$ cat config.mk
export PLATFORM = sky130hd
export DESIGN_NAME = pipe_hazard_ctrl
export DESIGN_NICKNAME = d
export VERILOG_FILES = /design/src/rtl/pipe_ctrl_pkg.sv /design/src/rtl/load_use_detect.sv /design/src/rtl/pipe_hazard_ctrl.sv
export SDC_FILE = /design/constraint.sdc
export NUM_CORES = 1
export LEC_CHECK = 0
export CAP_MARGIN = 0
export CORE_MARGIN = 2
export CORE_UTILIZATION = 32
export DETAILED_ROUTE_END_ITERATION = 12
export GPL_TIMING_DRIVEN = 0
export PLACE_DENSITY_LB_ADDON = 0.25
export SKIP_LAST_GASP = 1
export SLEW_MARGIN = 15
export SYNTH_ARGS = -nofsm -noshare
export SYNTH_HDL_FRONTEND = slang
export SYNTH_SLANG_ARGS = --single-unit
$ cat constraint.sdc
create_clock -name clk -period 1.8 [get_ports clk]
set_clock_uncertainty 0.1 [all_clocks]
set_input_delay 0.27 -clock clk [delete_from_list [all_inputs] [get_ports clk]]
set_output_delay 0.27 -clock clk [all_outputs]
set_load 0.02 [all_outputs]
$ cat src/rtl/pipe_ctrl_pkg.sv
// Shared types and defaults for the pipeline hazard controller.
// Holds the FSM state enum and the stage-control bundle with its constant patterns.
package pipe_ctrl_pkg;

  localparam int DEF_FP_LAT_W = 4;
  localparam int DEF_REG_W    = 5;
  localparam int ZERO_REG     = 0;

  typedef enum logic {
    RUN     = 1'b0,
    FP_WAIT = 1'b1
  } state_t;

  typedef struct packed {
    logic pc_write;
    logic ifid_write;
    logic ifid_flush;
    logic idex_write;
    logic idex_bubble;
    logic exmem_write;
    logic exmem_bubble;
  } ctrl_t;

  // Normal flow: every register advances, nothing is squashed.
  localparam ctrl_t CTRL_RUN = '{pc_write: 1'b1, ifid_write: 1'b1, ifid_flush: 1'b0,
                                 idex_write: 1'b1, idex_bubble: 1'b0,
                                 exmem_write: 1'b1, exmem_bubble: 1'b0};

  localparam ctrl_t CTRL_RESET = '{pc_write: 1'b0, ifid_write: 1'b0, ifid_flush: 1'b0,
                                   idex_write: 1'b0, idex_bubble: 1'b1,
                                   exmem_write: 1'b0, exmem_bubble: 1'b1};

  localparam ctrl_t CTRL_FREEZE = '{pc_write: 1'b0, ifid_write: 1'b0, ifid_flush: 1'b0,
                                    idex_write: 1'b0, idex_bubble: 1'b0,
                                    exmem_write: 1'b0, exmem_bubble: 1'b0};

  // FP op keeps EX busy: front end holds, EX/MEM receives bubbles until release.
  localparam ctrl_t CTRL_FP_STALL = '{pc_write: 1'b0, ifid_write: 1'b0, ifid_flush: 1'b0,
                                      idex_write: 1'b0, idex_bubble: 1'b0,
                                      exmem_write: 1'b1, exmem_bubble: 1'b1};

  localparam ctrl_t CTRL_FLUSH = '{pc_write: 1'b1, ifid_write: 1'b1, ifid_flush: 1'b1,
                                   idex_write: 1'b1, idex_bubble: 1'b1,
                                   exmem_write: 1'b1, exmem_bubble: 1'b0};

  localparam ctrl_t CTRL_LOAD_USE = '{pc_write: 1'b0, ifid_write: 1'b0, ifid_flush: 1'b0,
                                      idex_write: 1'b1, idex_bubble: 1'b1,
                                      exmem_write: 1'b1, exmem_bubble: 1'b0};

endpackage

$ cat src/rtl/load_use_detect.sv
// Register-compare hit logic between a producing load and a consuming instruction.
// Purely combinational so it can be reused for the FP register file later.
module load_use_detect
  import pipe_ctrl_pkg::*;
#(
  parameter int REG_W = DEF_REG_W
) (
  input  logic             consumer_valid,
  input  logic [REG_W-1:0] rs,
  input  logic [REG_W-1:0] rt,
  input  logic             use_rs,
  input  logic             use_rt,
  input  logic             producer_load,
  input  logic [REG_W-1:0] rw,
  output logic             hit
);

  logic rs_match;
  logic rt_match;
  logic rw_live;

  // Writes to the zero register are discarded, so they never create a dependency.
  assign rw_live  = (rw != REG_W'(ZERO_REG));
  assign rs_match = use_rs && (rs == rw);
  assign rt_match = use_rt && (rt == rw);
  assign hit      = producer_load && consumer_valid && rw_live && (rs_match || rt_match);

endmodule

$ cat src/rtl/pipe_hazard_ctrl.sv
// Stall/flush sequencer for the 5-stage pipeline: load-use, multi-cycle FP, branch, memory stall.
// Optional PIPE_HAZARD_PERF_EN adds saturating event counters and their output ports.
module pipe_hazard_ctrl
  import pipe_ctrl_pkg::*;
#(
  parameter int FP_LAT_W = DEF_FP_LAT_W,
  parameter int REG_W    = DEF_REG_W
) (
  input  logic                clk,
  input  logic                rst_n,
  input  logic                id_valid,
  input  logic [REG_W-1:0]    id_rs,
  input  logic [REG_W-1:0]    id_rt,
  input  logic                id_use_rs,
  input  logic                id_use_rt,
  input  logic                ex_mem_read,
  input  logic [REG_W-1:0]    ex_rW,
  input  logic                ex_fp_multi,
  input  logic [FP_LAT_W-1:0] ex_fp_lat,
  input  logic                branch_taken,
  input  logic                ext_stall,
  output logic                pc_write,
  output logic                ifid_write,
  output logic                ifid_flush,
  output logic                idex_write,
  output logic                idex_bubble,
  output logic                exmem_write,
  output logic                exmem_bubble,
  output logic                fp_busy
`ifdef PIPE_HAZARD_PERF_EN
  ,
  output logic [31:0]         perf_load_use,
  output logic [31:0]         perf_fp_stall,
  output logic [31:0]         perf_flush
`endif
);

  state_t              state;
  state_t              state_next;
  logic [FP_LAT_W-1:0] cnt;
  logic [FP_LAT_W-1:0] cnt_next;
  logic                lu_hit;
  logic                fp_entry;
  logic                fp_stall;
  logic                do_flush;
  logic                do_load_use;
  ctrl_t               ctrl;

  load_use_detect #(.REG_W(REG_W)) u_load_use_detect (
    .consumer_valid (id_valid),
    .rs             (id_rs),
    .rt             (id_rt),
    .use_rs         (id_use_rs),
    .use_rt         (id_use_rt),
    .producer_load  (ex_mem_read),
    .rw             (ex_rW),
    .hit            (lu_hit)
  );

  // Latency 0 or 1 completes within the normal EX cycle and needs no stall.
  assign fp_entry    = (state == RUN) && ex_fp_multi && (ex_fp_lat >= FP_LAT_W'(2));
  assign fp_stall    = fp_entry || ((state == FP_WAIT) && (cnt != '0));
  assign do_flush    = (state == RUN) && branch_taken;
  assign do_load_use = (state == RUN) && lu_hit;

  // NOTE: sequential state uses non-blocking assignments so every register samples pre-edge values.
  always_ff @(posedge clk or negedge rst_n) begin
    if (!rst_n) begin
      state <= RUN;
      cnt   <= '0;
    end else begin
      state <= state_next;
      cnt   <= cnt_next;
    end
  end

  // NOTE: defaults first so no path through the block leaves a variable unassigned (no latch).
  always_comb begin
    state_next = state;
    cnt_next   = cnt;
    if (!ext_stall) begin
      unique case (state)
        RUN: begin
          if (fp_entry) begin
            state_next = FP_WAIT;
            cnt_next   = ex_fp_lat - FP_LAT_W'(2);
          end
        end
        FP_WAIT: begin
          if (cnt != '0) cnt_next   = cnt - FP_LAT_W'(1);
          else           state_next = RUN;
        end
        default: state_next = RUN;
      endcase
    end
  end

  always_comb begin
    if (!rst_n)           ctrl = CTRL_RESET;
    else if (ext_stall)   ctrl = CTRL_FREEZE;
    else if (fp_stall)    ctrl = CTRL_FP_STALL;
    else if (do_flush)    ctrl = CTRL_FLUSH;
    else if (do_load_use) ctrl = CTRL_LOAD_USE;
    else                  ctrl = CTRL_RUN;
  end

  assign pc_write     = ctrl.pc_write;
  assign ifid_write   = ctrl.ifid_write;
  assign ifid_flush   = ctrl.ifid_flush;
  assign idex_write   = ctrl.idex_write;
  assign idex_bubble  = ctrl.idex_bubble;
  assign exmem_write  = ctrl.exmem_write;
  assign exmem_bubble = ctrl.exmem_bubble;
  assign fp_busy      = rst_n && (state == FP_WAIT);

`ifdef PIPE_HAZARD_PERF_EN
  logic ev_load_use;
  logic ev_fp_stall;
  logic ev_flush;

  // Events mirror the output priority; ext_stall masks all of them, freezing the counters.
  assign ev_fp_stall = !ext_stall && fp_stall;
  assign ev_flush    = !ext_stall && !fp_stall && do_flush;
  assign ev_load_use = !ext_stall && !fp_stall && !do_flush && do_load_use;

  always_ff @(posedge clk or negedge rst_n) begin
    if (!rst_n) begin
      perf_load_use <= '0;
      perf_fp_stall <= '0;
      perf_flush    <= '0;
    end else begin
      if (ev_load_use && (perf_load_use != '1)) perf_load_use <= perf_load_use + 32'd1;
      if (ev_fp_stall && (perf_fp_stall != '1)) perf_fp_stall <= perf_fp_stall + 32'd1;
      if (ev_flush    && (perf_flush    != '1)) perf_flush    <= perf_flush + 32'd1;
    end
  end
`endif

endmodule
==> results of run 1 <==
## per-layer routing
layer / GRT usage [%] / wire length (um) / part of all wire, % / vias up
met5: 0 / 0 / 0 / -
met4: 8.00 / 0 / 0 / 0
met3: 3.92 / 122 / 6.1 / 0
met2: 38.9 / 1160 / 58 / 23
met1: 18.9 / 711 / 36 / 305
li1: - / - / - / 349
## cell type report
class	count	area, um2	share of cell area [%]
inverters	7	28.8	2.45
plain buffers	2	22.5	1.91
flip-flops and latches	5	125	10.6
well taps	25	31.3	2.66
multi-input cells	55	524	44.6
repair buffers	44	418	35.5
clock buffers	4	26.3	2.23
## stage by stage
stage / setup slack (ns) / std cells
finish: -0.313 / 142
CTS: -0.304 / 142
global placement: -1.09 / 130
global route: -0.395 / 142
floorplan: -0.0129 / 70
detailed placement: -1.16 / 130
## cell usage in the layout, fill, tap and decap left out, types with 3 or more instances in the layout
cell type and n:
sky130_fd_sc_hd__clkdlybuf4s50_1 13, sky130_fd_sc_hd__clkdlybuf4s15_2 4, sky130_fd_sc_hd__nand2_1 5, sky130_fd_sc_hd__o21ai_0 4
sky130_fd_sc_hd__nor3_1 3, sky130_fd_sc_hd__dfrtp_1 5, sky130_fd_sc_hd__buf_6 8, sky130_fd_sc_hd__inv_1 4
sky130_fd_sc_hd__dlygate4sd2_1 10, sky130_fd_sc_hd__buf_4 7, sky130_fd_sc_hd__clkbuf_4 3, sky130_fd_sc_hd__xor2_1 9
## timing repair
item,CTS,global route
resized for setup,71,5
setup buffers,7,2
endpoints found under the setup margin,10,10
hold buffers,1,0
endpoints found under the hold margin,5,0
pin swaps,11,5
## tightest hold or removal path: stages, from the launching register on
cell                      delay [ns]
sky130_fd_sc_hd__dfrtp_1        0.38
sky130_fd_sc_hd__inv_2          0.09
sky130_fd_sc_hd__mux2i_1        0.08
## cell families after synthesis
group           after synthesis
flops                         5
fa+ha+maj                     3
simple gates                 25
mux                           1
xor+xnor                     11
compound gates               15
buf+inv                      10
## state kept, by name, indices dropped and copies added (netlist names)
signal / count
cnt: 4
state: 1
## power groups by stage
stage	logic (mW)	clock network (mW)	registers, mW
2_1_floorplan	0.315	0	0.195
3_3_place_gp	0.467	0	0.202
3_5_place_dp	0.478	0	0.203
4_1_cts	0.586	0.132	0.207
5_1_grt	0.679	0.145	0.214
6_report	0.613	0.126	0.209
## final timing paths
check / endpoint / slack, ns / cells past startpoint
worst max register to register: cnt[3] / -0.07 / 7
max in group asynchronous: cnt[2] / 0.84 / 2
min in group asynchronous: cnt[1] / 0.57 / 2
worst min register to register: cnt[0] / 0.49 / 2
worst min-delay path: cnt[0] / 0.49 / 2
worst max-delay path: idex_bubble / -0.31 / 7
==> impl_metrics.tcl, run 1 <==
set metrics [dict create \
    run_status "finished, violations left" \
    failing_checks "negative setup slack" \
    critPathKind "in -> out" \
    ys_top_cells_by_area "sky130_fd_sc_hd__dfrtp_1 (22%), sky130_fd_sc_hd__xor2_1 (14%), sky130_fd_sc_hd__ha_1 (6.5%), sky130_fd_sc_hd__nand2_1 (4.6%), sky130_fd_sc_hd__inv_1 (3.9%)" \
    power.internal_mw 0.573 \
    worstSkewPairLatency_ns 0.24 \
    h-tree-depth 1 \
    max_slew_violation_total_from_the_final_report 0 \
    total_via_count_after_detailed_routing 677 \
    die_h_um 46.4 \
    antenna_found_initial 0 \
    die_area_um2 2150 \
    yosysWarningCount 0 \
    detailedRoute.firstIterationViolations 8 \
    synth_commonest_cells "sky130_fd_sc_hd__xor2_1 (9), sky130_fd_sc_hd__nand2_1 (7), sky130_fd_sc_hd__inv_1 (6)" \
    worst_slew_pin_slew_ns 0.315 \
    groute.usage.overall_pct 19.6 \
    ys_ff_latch 5 \
    final_hold_viol_count 0 \
    post_dp_cell_area_um2 1030 \
    average_size_of_a_mapped_cell_um2 8.22 \
    asyncSetResetFlopFracSynth_pct 100 \
    final_layout_size_suffix_gt1_share_pct 38.5 \
    crit_family "buffers and inverters" \
    grt_setup_unrepaired "yes" \
    antenna_left 0 \
    timing.critical_path.slowest_cell_delay_ns 0.28 \
    vdd_drop_max_mv 0.670 \
    yosysTopAreaCellShare_pct 21.7 \
    power_leakage_nw 0.538 \
    firstDrtPassIters 4 \
    finalWeightedCongestion 0.850 \
    tritoncts_num_sinks 5 \
    buffer_ports.inserted 35 \
    synth.distinct_cells 35 \
    final_area_um2 1180 \
    arithmetic_cell_share_of_the_synthesized_area_counting_full_adders_half_adders_and_majority_gates_pct 6.52 \
    synth-xor-area-share_pct 16.7 \
    power.share.sequential_pct 22.1 \
    fin_crit_ns 2.11 \
    pin_count 36 \
    timing.hold.worst.start "cnt[0]" \
    finalSetupTns_ns -1.58 \
    rows 15 \
    synth_sequential_area_ratio_pct 21.7 \
    p_switching_mw 0.375 \
    starting_utilization_of_the_core_area_pct 33.7 \
    p_per_area_nw_per_um2 806 \
    post_synth_mux_area_share_pct 1.74 \
    finalNetCount 149 \
    fin_util_pct 68.9 \
    area_share_of_and_or_nand_nor_cells_after_synthesis_pct 24.3 \
    hold_class "reg -> reg" \
    crit_chain "clkdlybuf4s15_1 > xor2_1 > nor4_2 > a32oi_2 > buf_4 > o311ai_4 > buf_6" \
    post_drt_wl_per_cell_um 14.0 \
    end_kind "output pin" \
    synth-compound-area-share_pct 19.8 \
    synth_nets 101 \
    worst_setup_hold_path_clk_slew_ns 0.04 \
    cpMaxStageDelayCell "sky130_fd_sc_hd__nor4_2" \
    p_r_area_growth_vs_syn_pct 104 \
    n_fill_cell 140 \
    grt_max_degree 11 \
    cts_tree "done" \
    cp.arrival_ns 1.74 \
    die_w_um 46.4 \
    mappedNetlistArea_um2 576 \
    clock_tree.root_cell "sky130_fd_sc_hd__clkbuf_4" \
    drt_drc_violations_left 0 \
    crit_start "ex_rW[2]" \
    number_of_global_route_vias_before_repair 701 \
    timing.critical_path.from_type "input port" \
    final_min_period_over_clock_period_pct 117 \
    ys.flop_type "sky130_fd_sc_hd__dfrtp_1" \
    power.share.combinational_pct 64.7 \
    crit-reg2reg-launch "cnt[0]" \
    final_setup_violation_count 8 \
    worstPathMaxFanout 3 \
    final_critical_path_setup_slack_ns -0.313 \
    syn_inst 70 \
    synth_largest_area_cell "sky130_fd_sc_hd__dfrtp_1" \
    data_required_time_at_the_worst_endpoint_ns 1.43 \
    via_per_inst 4.77 \
    synth_top_family_by_area "simple AND/OR/NAND/NOR gates" \
    fin_hold_ws_ns 0.494 \
    timing.max_slew.rel_slack_pct 78.9 \
    drt-total-wl_um 2000 \
    antenna-diode-count 0 \
    max_clock_freq_mhz 473 \
    maxCapViolations 0 \
    hpwl_after_detailed_placement_um 1430 \
    grt.overflow.total 0 \
    most_used_standard_cell_by_instance_count_after_synthesis "sky130_fd_sc_hd__xor2_1" \
    cts_inserted_buffers 3 \
    clock_power_share_pct 13.3 \
    power_switching_share_pct 39.6 \
    clock_tree.buffer_depth 2 \
    design_power_total_mw 0.948 \
    synth_edf_count 0 \
    first_pass_grt_wire_length_um 2930 \
    core_area_um2 1710 \
    path_buf_inv 3 \
]
Note: power is estimated with default switching activity, not from simulation.
==> inputs of run 2 (changes only) <==
- CORE_UTILIZATION: 32 -> 40
- CTS_BUF_LIST: not set -> sky130_fd_sc_hd__clkbuf_8
- clock period: 1.8 -> 2.45 ns (I/O delays scaled with it)
==> impl_metrics.tcl, run 2 (synthesis results as in run 1) <==
set metrics [dict create \
    clock_tree.buffer_depth 2 \
    final_area_um2 1000 \
    worst_slew_pin_slew_ns 0.381 \
    antenna_found_initial 0 \
    vdd_drop_max_mv 0.630 \
    data_required_time_at_the_worst_endpoint_ns 1.98 \
    final_min_period_over_clock_period_pct 100 \
    detailedRoute.firstIterationViolations 13 \
    finalWeightedCongestion 0.858 \
    via_per_inst 5.25 \
    final_layout_size_suffix_gt1_share_pct 19.3 \
    fin_util_pct 76.3 \
    max_clock_freq_mhz 408 \
    drt_drc_violations_left 0 \
    max_slew_violation_total_from_the_final_report 0 \
    grt_setup_unrepaired "yes" \
    fin_crit_ns 2.45 \
    hold_class "in -> async" \
    finalSetupTns_ns -0.00200 \
    preCtsSetupSlack_ns -0.541 \
    core_area_um2 1320 \
    firstDrtPassIters 4 \
    die_h_um 41.9 \
    p_r_area_growth_vs_syn_pct 74.6 \
    grt.overflow.total 0 \
    dp.cells 120 \
    failing_checks "negative setup slack" \
    run_status "finished, violations left" \
    hpwl_after_detailed_placement_um 1280 \
    pin_count 36 \
    largest_register_ffs 4 \
    post_dp_cell_area_um2 945 \
    die_w_um 41.9 \
    p_per_area_nw_per_um2 619 \
    power_leakage_nw 0.486 \
    starting_utilization_of_the_core_area_pct 43.7 \
    groute.usage.overall_pct 20.1 \
    first_pass_grt_wire_length_um 2700 \
    cts_tree "done" \
    worstSkewPairLatency_ns 0.22 \
    finalNetCount 141 \
    buffer_ports.inserted 35 \
    top_regs "cnt x4, state x1" \
    final_cells 124 \
    final_setup_violation_count 1 \
    path_buf_inv 3 \
    grt_max_degree 12 \
    antenna-diode-count 0 \
    largest_register "cnt" \
    drt-total-wl_um 1640 \
    timing.critical_path.from_type "input port" \
    total_via_count_after_detailed_routing 651 \
    cpMaxStageDelayCell "sky130_fd_sc_hd__clkdlybuf4s50_1" \
    mostFrequentLayoutCells "sky130_fd_sc_hd__clkdlybuf4s50_1 (20), sky130_fd_sc_hd__xor2_1 (8), sky130_fd_sc_hd__inv_1 (7), sky130_fd_sc_hd__nand2_1 (7), sky130_fd_sc_hd__dlymetal6s2s_1 (6)" \
    end_kind "output pin" \
    post_drt_wl_per_cell_um 13.2 \
    cp.arrival_ns 1.98 \
    rows 13 \
    critPathKind "in -> out" \
    die_area_um2 1760 \
    final_critical_path_setup_slack_ns -0.00200 \
    final_hold_viol_count 0 \
    number_of_global_route_vias_before_repair 576 \
    worstPathMaxFanout 2 \
    crit_chain "clkdlybuf4s50_1 > xor2_1 > nor4_2 > a32oi_1 > o311a_1 > buf_4 > buf_6" \
    worst_setup_hold_path_clk_slew_ns 0.03 \
    maxCapViolations 0 \
    crit_family "buffers and inverters" \
    timing.critical_path.slowest_cell_delay_ns 0.43 \
    timing.max_slew.rel_slack_pct 74.5 \
    cts_inserted_buffers 3 \
    tritoncts_num_sinks 5 \
    antenna_left 0 \
    clock_tree.root_cell "sky130_fd_sc_hd__clkbuf_8" \
    h-tree-depth 1 \
    layout.cells.most_common "sky130_fd_sc_hd__clkdlybuf4s50_1" \
]
run 2: cell types whose count changed in the layout (fill, tap and decap cells not counted), sizes merged:
cell	change
buf	-10
clkbuf	+1
clkdlybuf4s15	-6
clkdlybuf4s50	+7
dlygate4sd2	-6
dlygate4sd3	-1
dlymetal6s2s	+6
inv	+1
run 2: metal layers:
metal / vias to the layer above / wire (um) / GRT usage [%] / share of wire [%]
li1: 326 / - / - / -
met1: 298 / 708 / 22.5 / 43
met2: 23 / 802 / 34.1 / 49
met3: 4 / 101 / 6.52 / 6.2
met4: 0 / 28 / 9.68 / 1.7
met5: - / 0 / 0 / 0
run 2: layout make-up:
type                    count  area, um2
flip-flops and latches      5        125
clock inverters             1       3.75
plain buffers               3       23.8
well taps                  15       18.8
fillers                   102        313
repair buffers             35        342
clock buffers               3       41.3
inverters                   7       28.8
multi-input cells          55        422
run 2: power by group:
group | internal, mW | total, mW | switching [mW]
combinational | 0.167 | 0.326 | 0.159
clock | 0.107 | 0.145 | 0.0376
sequential | 0.119 | 0.151 | 0.0323
total | 0.393 | 0.622 | 0.229
run 2: path summary, 6_finish.rpt:
check / from / endpoint / slack, ns / cells after the start
max: id_rs[2] / pc_write / -0.002 / 7
min: rst_n / cnt[3] / 0.34 / 1
max reg2reg: cnt[0] / cnt[3] / 0.53 / 7
min reg2reg: cnt[3] / cnt[3] / 0.46 / 1
max in group asynchronous: rst_n / cnt[1] / 1.64 / 1
min in group clk: cnt[3] / cnt[3] / 0.46 / 1
run 2: repair_timing:
item	CTS	global route
resized for setup	20	16
cloned	0	0
endpoints found under the setup margin	6	5
setup buffers	0	0
pin swaps	2	6
hold buffers	0	0
run 2: worst register-to-register path, delay by kind of cell, from the launching register on:
kind / cells / cell delay, ns
adder cells (fa/ha/maj): 1 / 0.21
AO/OA/AOI/OAI: 2 / 0.55
flip-flops: 1 / 0.36
buffers and inverters: 2 / 0.23
AND/OR/NAND/NOR: 2 / 0.36
run 2: through the flow:
stage | hold WS [ns] | power (mW)
6_report | 0.339 | 0.622
5_1_grt | 0.364 | 0.671
4_1_cts | 0.331 | 0.626
3_5_place_dp | 0.427 | 0.476
3_3_place_gp | 0.422 | 0.468
2_1_floorplan | -0.0281 | 0.355
==> inputs of run 3 (changes only) <==
- ABC_AREA: not set -> 1
- CORE_UTILIZATION: 40 -> 42
==> impl_metrics.tcl, run 3 <==
set metrics [dict create \
    asyncSetResetFlopFracSynth_pct 100 \
    end_kind "output pin" \
    crit-reg2reg-launch "cnt[0]" \
    max_slew_violation_total_from_the_final_report 0 \
    cpMaxStageDelayCell "sky130_fd_sc_hd__clkdlybuf4s50_1" \
    antenna-diode-count 0 \
    post_synth_mux_area_share_pct 0 \
    finalSetupTns_ns 0 \
    holdBufCountCts 0 \
    critPathKind "in -> out" \
    vdd_drop_max_mv 0.575 \
    layout.cells.most_common "sky130_fd_sc_hd__nand2_1" \
    groute.usage.overall_pct 21.1 \
    via_per_inst 4.45 \
    largest_register_ffs 4 \
    final_hold_viol_count 5 \
    preCtsSetupSlack_ns -0.266 \
    core_area_um2 1470 \
    grt_max_degree 11 \
    crit_chain "clkdlybuf4s50_1 > inv_1 > nand2_1 > o211ai_2 > nand2_4 > nand2_4 > nand2_1 > clkdlybuf4s50_1" \
    path_buf_inv 3 \
    gr-usage-met1_pct 24.5 \
    tritoncts_num_sinks 5 \
    max_clock_freq_mhz 424 \
    final_layout_size_suffix_gt1_share_pct 8.92 \
    ys_ff_latch 5 \
    first_pass_grt_wire_length_um 3040 \
    reg2regPathDepth 9 \
    largest_register "cnt" \
    yosysTopAreaCellShare_pct 27.1 \
    grt_setup_unrepaired "no" \
    maxCapViolations 0 \
    buffer_ports.inserted 35 \
    crit_family "buffers and inverters" \
    worst_setup_hold_path_clk_slew_ns 0.04 \
    cts_tree "done" \
    area_share_of_and_or_nand_nor_cells_after_synthesis_pct 46.7 \
    average_size_of_a_mapped_cell_um2 5.51 \
    final_setup_violation_count 0 \
    synth_edf_count 0 \
    synth_nets 149 \
    number_of_global_route_vias_before_repair 754 \
    top_regs "cnt x4, state x1" \
    antenna_found_initial 0 \
    clock_tree.root_cell "sky130_fd_sc_hd__clkbuf_8" \
    synth_largest_area_cell "sky130_fd_sc_hd__nand2_1" \
    synth_top_family_by_area "simple AND/OR/NAND/NOR gates" \
    post_drt_wl_per_cell_um 9.72 \
    timing.max_slew.rel_slack_pct 72.4 \
    antenna_left 0 \
    gr-usage-met2_pct 37.9 \
    mappedNetlistArea_um2 651 \
    die_area_um2 1880 \
    fin_hold_ws_ns -0.0444 \
    r2r-end "cnt[3]" \
    most_used_standard_cell_by_instance_count_after_synthesis "sky130_fd_sc_hd__nand2_1" \
    worstPathMaxFanout 3 \
    p_r_area_growth_vs_syn_pct 62.3 \
    grt.overflow.total 0 \
    syn_inst 118 \
    worst_slew_pin_slew_ns 0.413 \
    p_per_area_nw_per_um2 648 \
    synth_sequential_area_ratio_pct 19.2 \
    final_critical_path_setup_slack_ns 0.0919 \
    ys.flop_type "sky130_fd_sc_hd__dfrtp_1" \
    top_usage_layer "met2" \
    die_w_um 43.4 \
    synth-xor-area-share_pct 2.69 \
    detailedRoute.firstIterationViolations 11 \
    data_required_time_at_the_worst_endpoint_ns 1.98 \
    yosysWarningCount 0 \
    worstSkewPairLatency_ns 0.22 \
    cp.arrival_ns 1.89 \
    clock_tree.buffer_depth 2 \
    finalNetCount 189 \
    total_via_count_after_detailed_routing 769 \
    power_leakage_nw 0.617 \
    timing.critical_path.from_type "input port" \
    finalWeightedCongestion 0.809 \
    firstDrtPassIters 3 \
    rrSetupSlack_ns 1.07 \
    starting_utilization_of_the_core_area_pct 44.2 \
    synth_commonest_cells "sky130_fd_sc_hd__nand2_1 (47), sky130_fd_sc_hd__inv_1 (24), sky130_fd_sc_hd__nor2_1 (13)" \
    cts_inserted_buffers 3 \
    hpwl_after_detailed_placement_um 1390 \
    ys_top_cells_by_area "sky130_fd_sc_hd__nand2_1 (27%), sky130_fd_sc_hd__dfrtp_1 (19%), sky130_fd_sc_hd__inv_1 (14%), sky130_fd_sc_hd__nor2_1 (7.5%), sky130_fd_sc_hd__ha_1 (5.8%)" \
    arithmetic_cell_share_of_the_synthesized_area_counting_full_adders_half_adders_and_majority_gates_pct 5.77 \
    drt-total-wl_um 1680 \
    run_status "finished, violations left" \
    synth-compound-area-share_pct 9.42 \
    fin_crit_ns 2.36 \
    hold_class "in -> async" \
    h-tree-depth 1 \
    failing_checks "negative hold slack" \
    rows 14 \
    drt_drc_violations_left 0 \
    synth.distinct_cells 19 \
    die_h_um 43.4 \
    pin_count 36 \
    timing.critical_path.slowest_cell_delay_ns 0.61 \
    grt_util_met3_pct 3.33 \
    mostFrequentLayoutCells "sky130_fd_sc_hd__nand2_1 (47), sky130_fd_sc_hd__clkdlybuf4s50_1 (29), sky130_fd_sc_hd__inv_1 (25)" \
    final_min_period_over_clock_period_pct 96.2 \
]
-- run 3: cell types whose count changed in the layout (fill, tap and decap cells not counted), sizes merged, moves of 3 or more --
cell,delta
o21ai,+4
buf,-5
nor3,-4
inv,+19
nand3,+3
xor2,-8
nand4,+3
clkdlybuf4s50,+9
dlymetal6s2s,-5
nor2,+13
nand2,+43
-- run 3: final cells by class --
class                   count  area, um2
clock inverters             1       3.75
plain buffers               1       7.51
inverters                  26       97.6
multi-input cells          86        420
flip-flops and latches      5        125
well taps                  16       20.0
fillers                   140        415
clock buffers               3       41.3
repair buffers             35        340
-- run 3: kinds of logic (layout without fill, tap and decap cells) --
kind of cell / after synthesis / in the layout
AND/OR/NAND/NOR: 71 / 71
flip-flops: 5 / 5
adder cells (fa/ha/maj): 3 / 3
buffers and inverters: 27 / 66
AO/OA/AOI/OAI: 10 / 10
XOR/XNOR: 2 / 2
-- run 3: repair_timing --
item                                    4_1_cts  5_1_grt
gates cloned                                  0        0
buffers inserted                              0        0
pin swaps                                     0        0
resized for setup                             5        6
endpoints found under the setup margin        5        4
-- run 3: metal layers --
layer | share of wire (%) | vias up
met2 | 47 | 21
met5 | 0 | -
met4 | 1.1 | 0
met1 | 45 | 316
met3 | 6.5 | 2
li1 | - | 430
-- run 3: power by group --
part / internal [mW] / switching (mW)
combinational: 0.171 / 0.219
sequential: 0.121 / 0.0228
clock: 0.108 / 0.0429
-- run 3: stage by stage --
step                      instance area [um2]  std cells  power, mW  hold slack (ns)  util (%)
final                                    1060        173      0.684          -0.0444      71.8
after detailed placement                 1020        169      0.546            0.447      69.4
after CTS                                1060        173      0.693            0.348      72.0
after global routing                     1060        173      0.749          0.00455      71.8
after floorplan                           651        118      0.414          -0.0281         -
after global placement                   1020        169      0.535            0.445      69.4
-- run 3: worst max-delay path by stage --
stage,from,to,slack [ns],cells past startpoint
6_report,ex_fp_lat[1],exmem_bubble,0.09,8
4_1_cts,ex_rW[4],pc_write,0.002,12
2_1_floorplan,cnt[0],pc_write,0.45,9
3_5_place_dp,ex_fp_lat[1],pc_write,-0.27,10
3_3_place_gp,ex_fp_lat[1],pc_write,-0.23,10
5_1_grt,ex_fp_lat[1],ifid_write,0.008,9
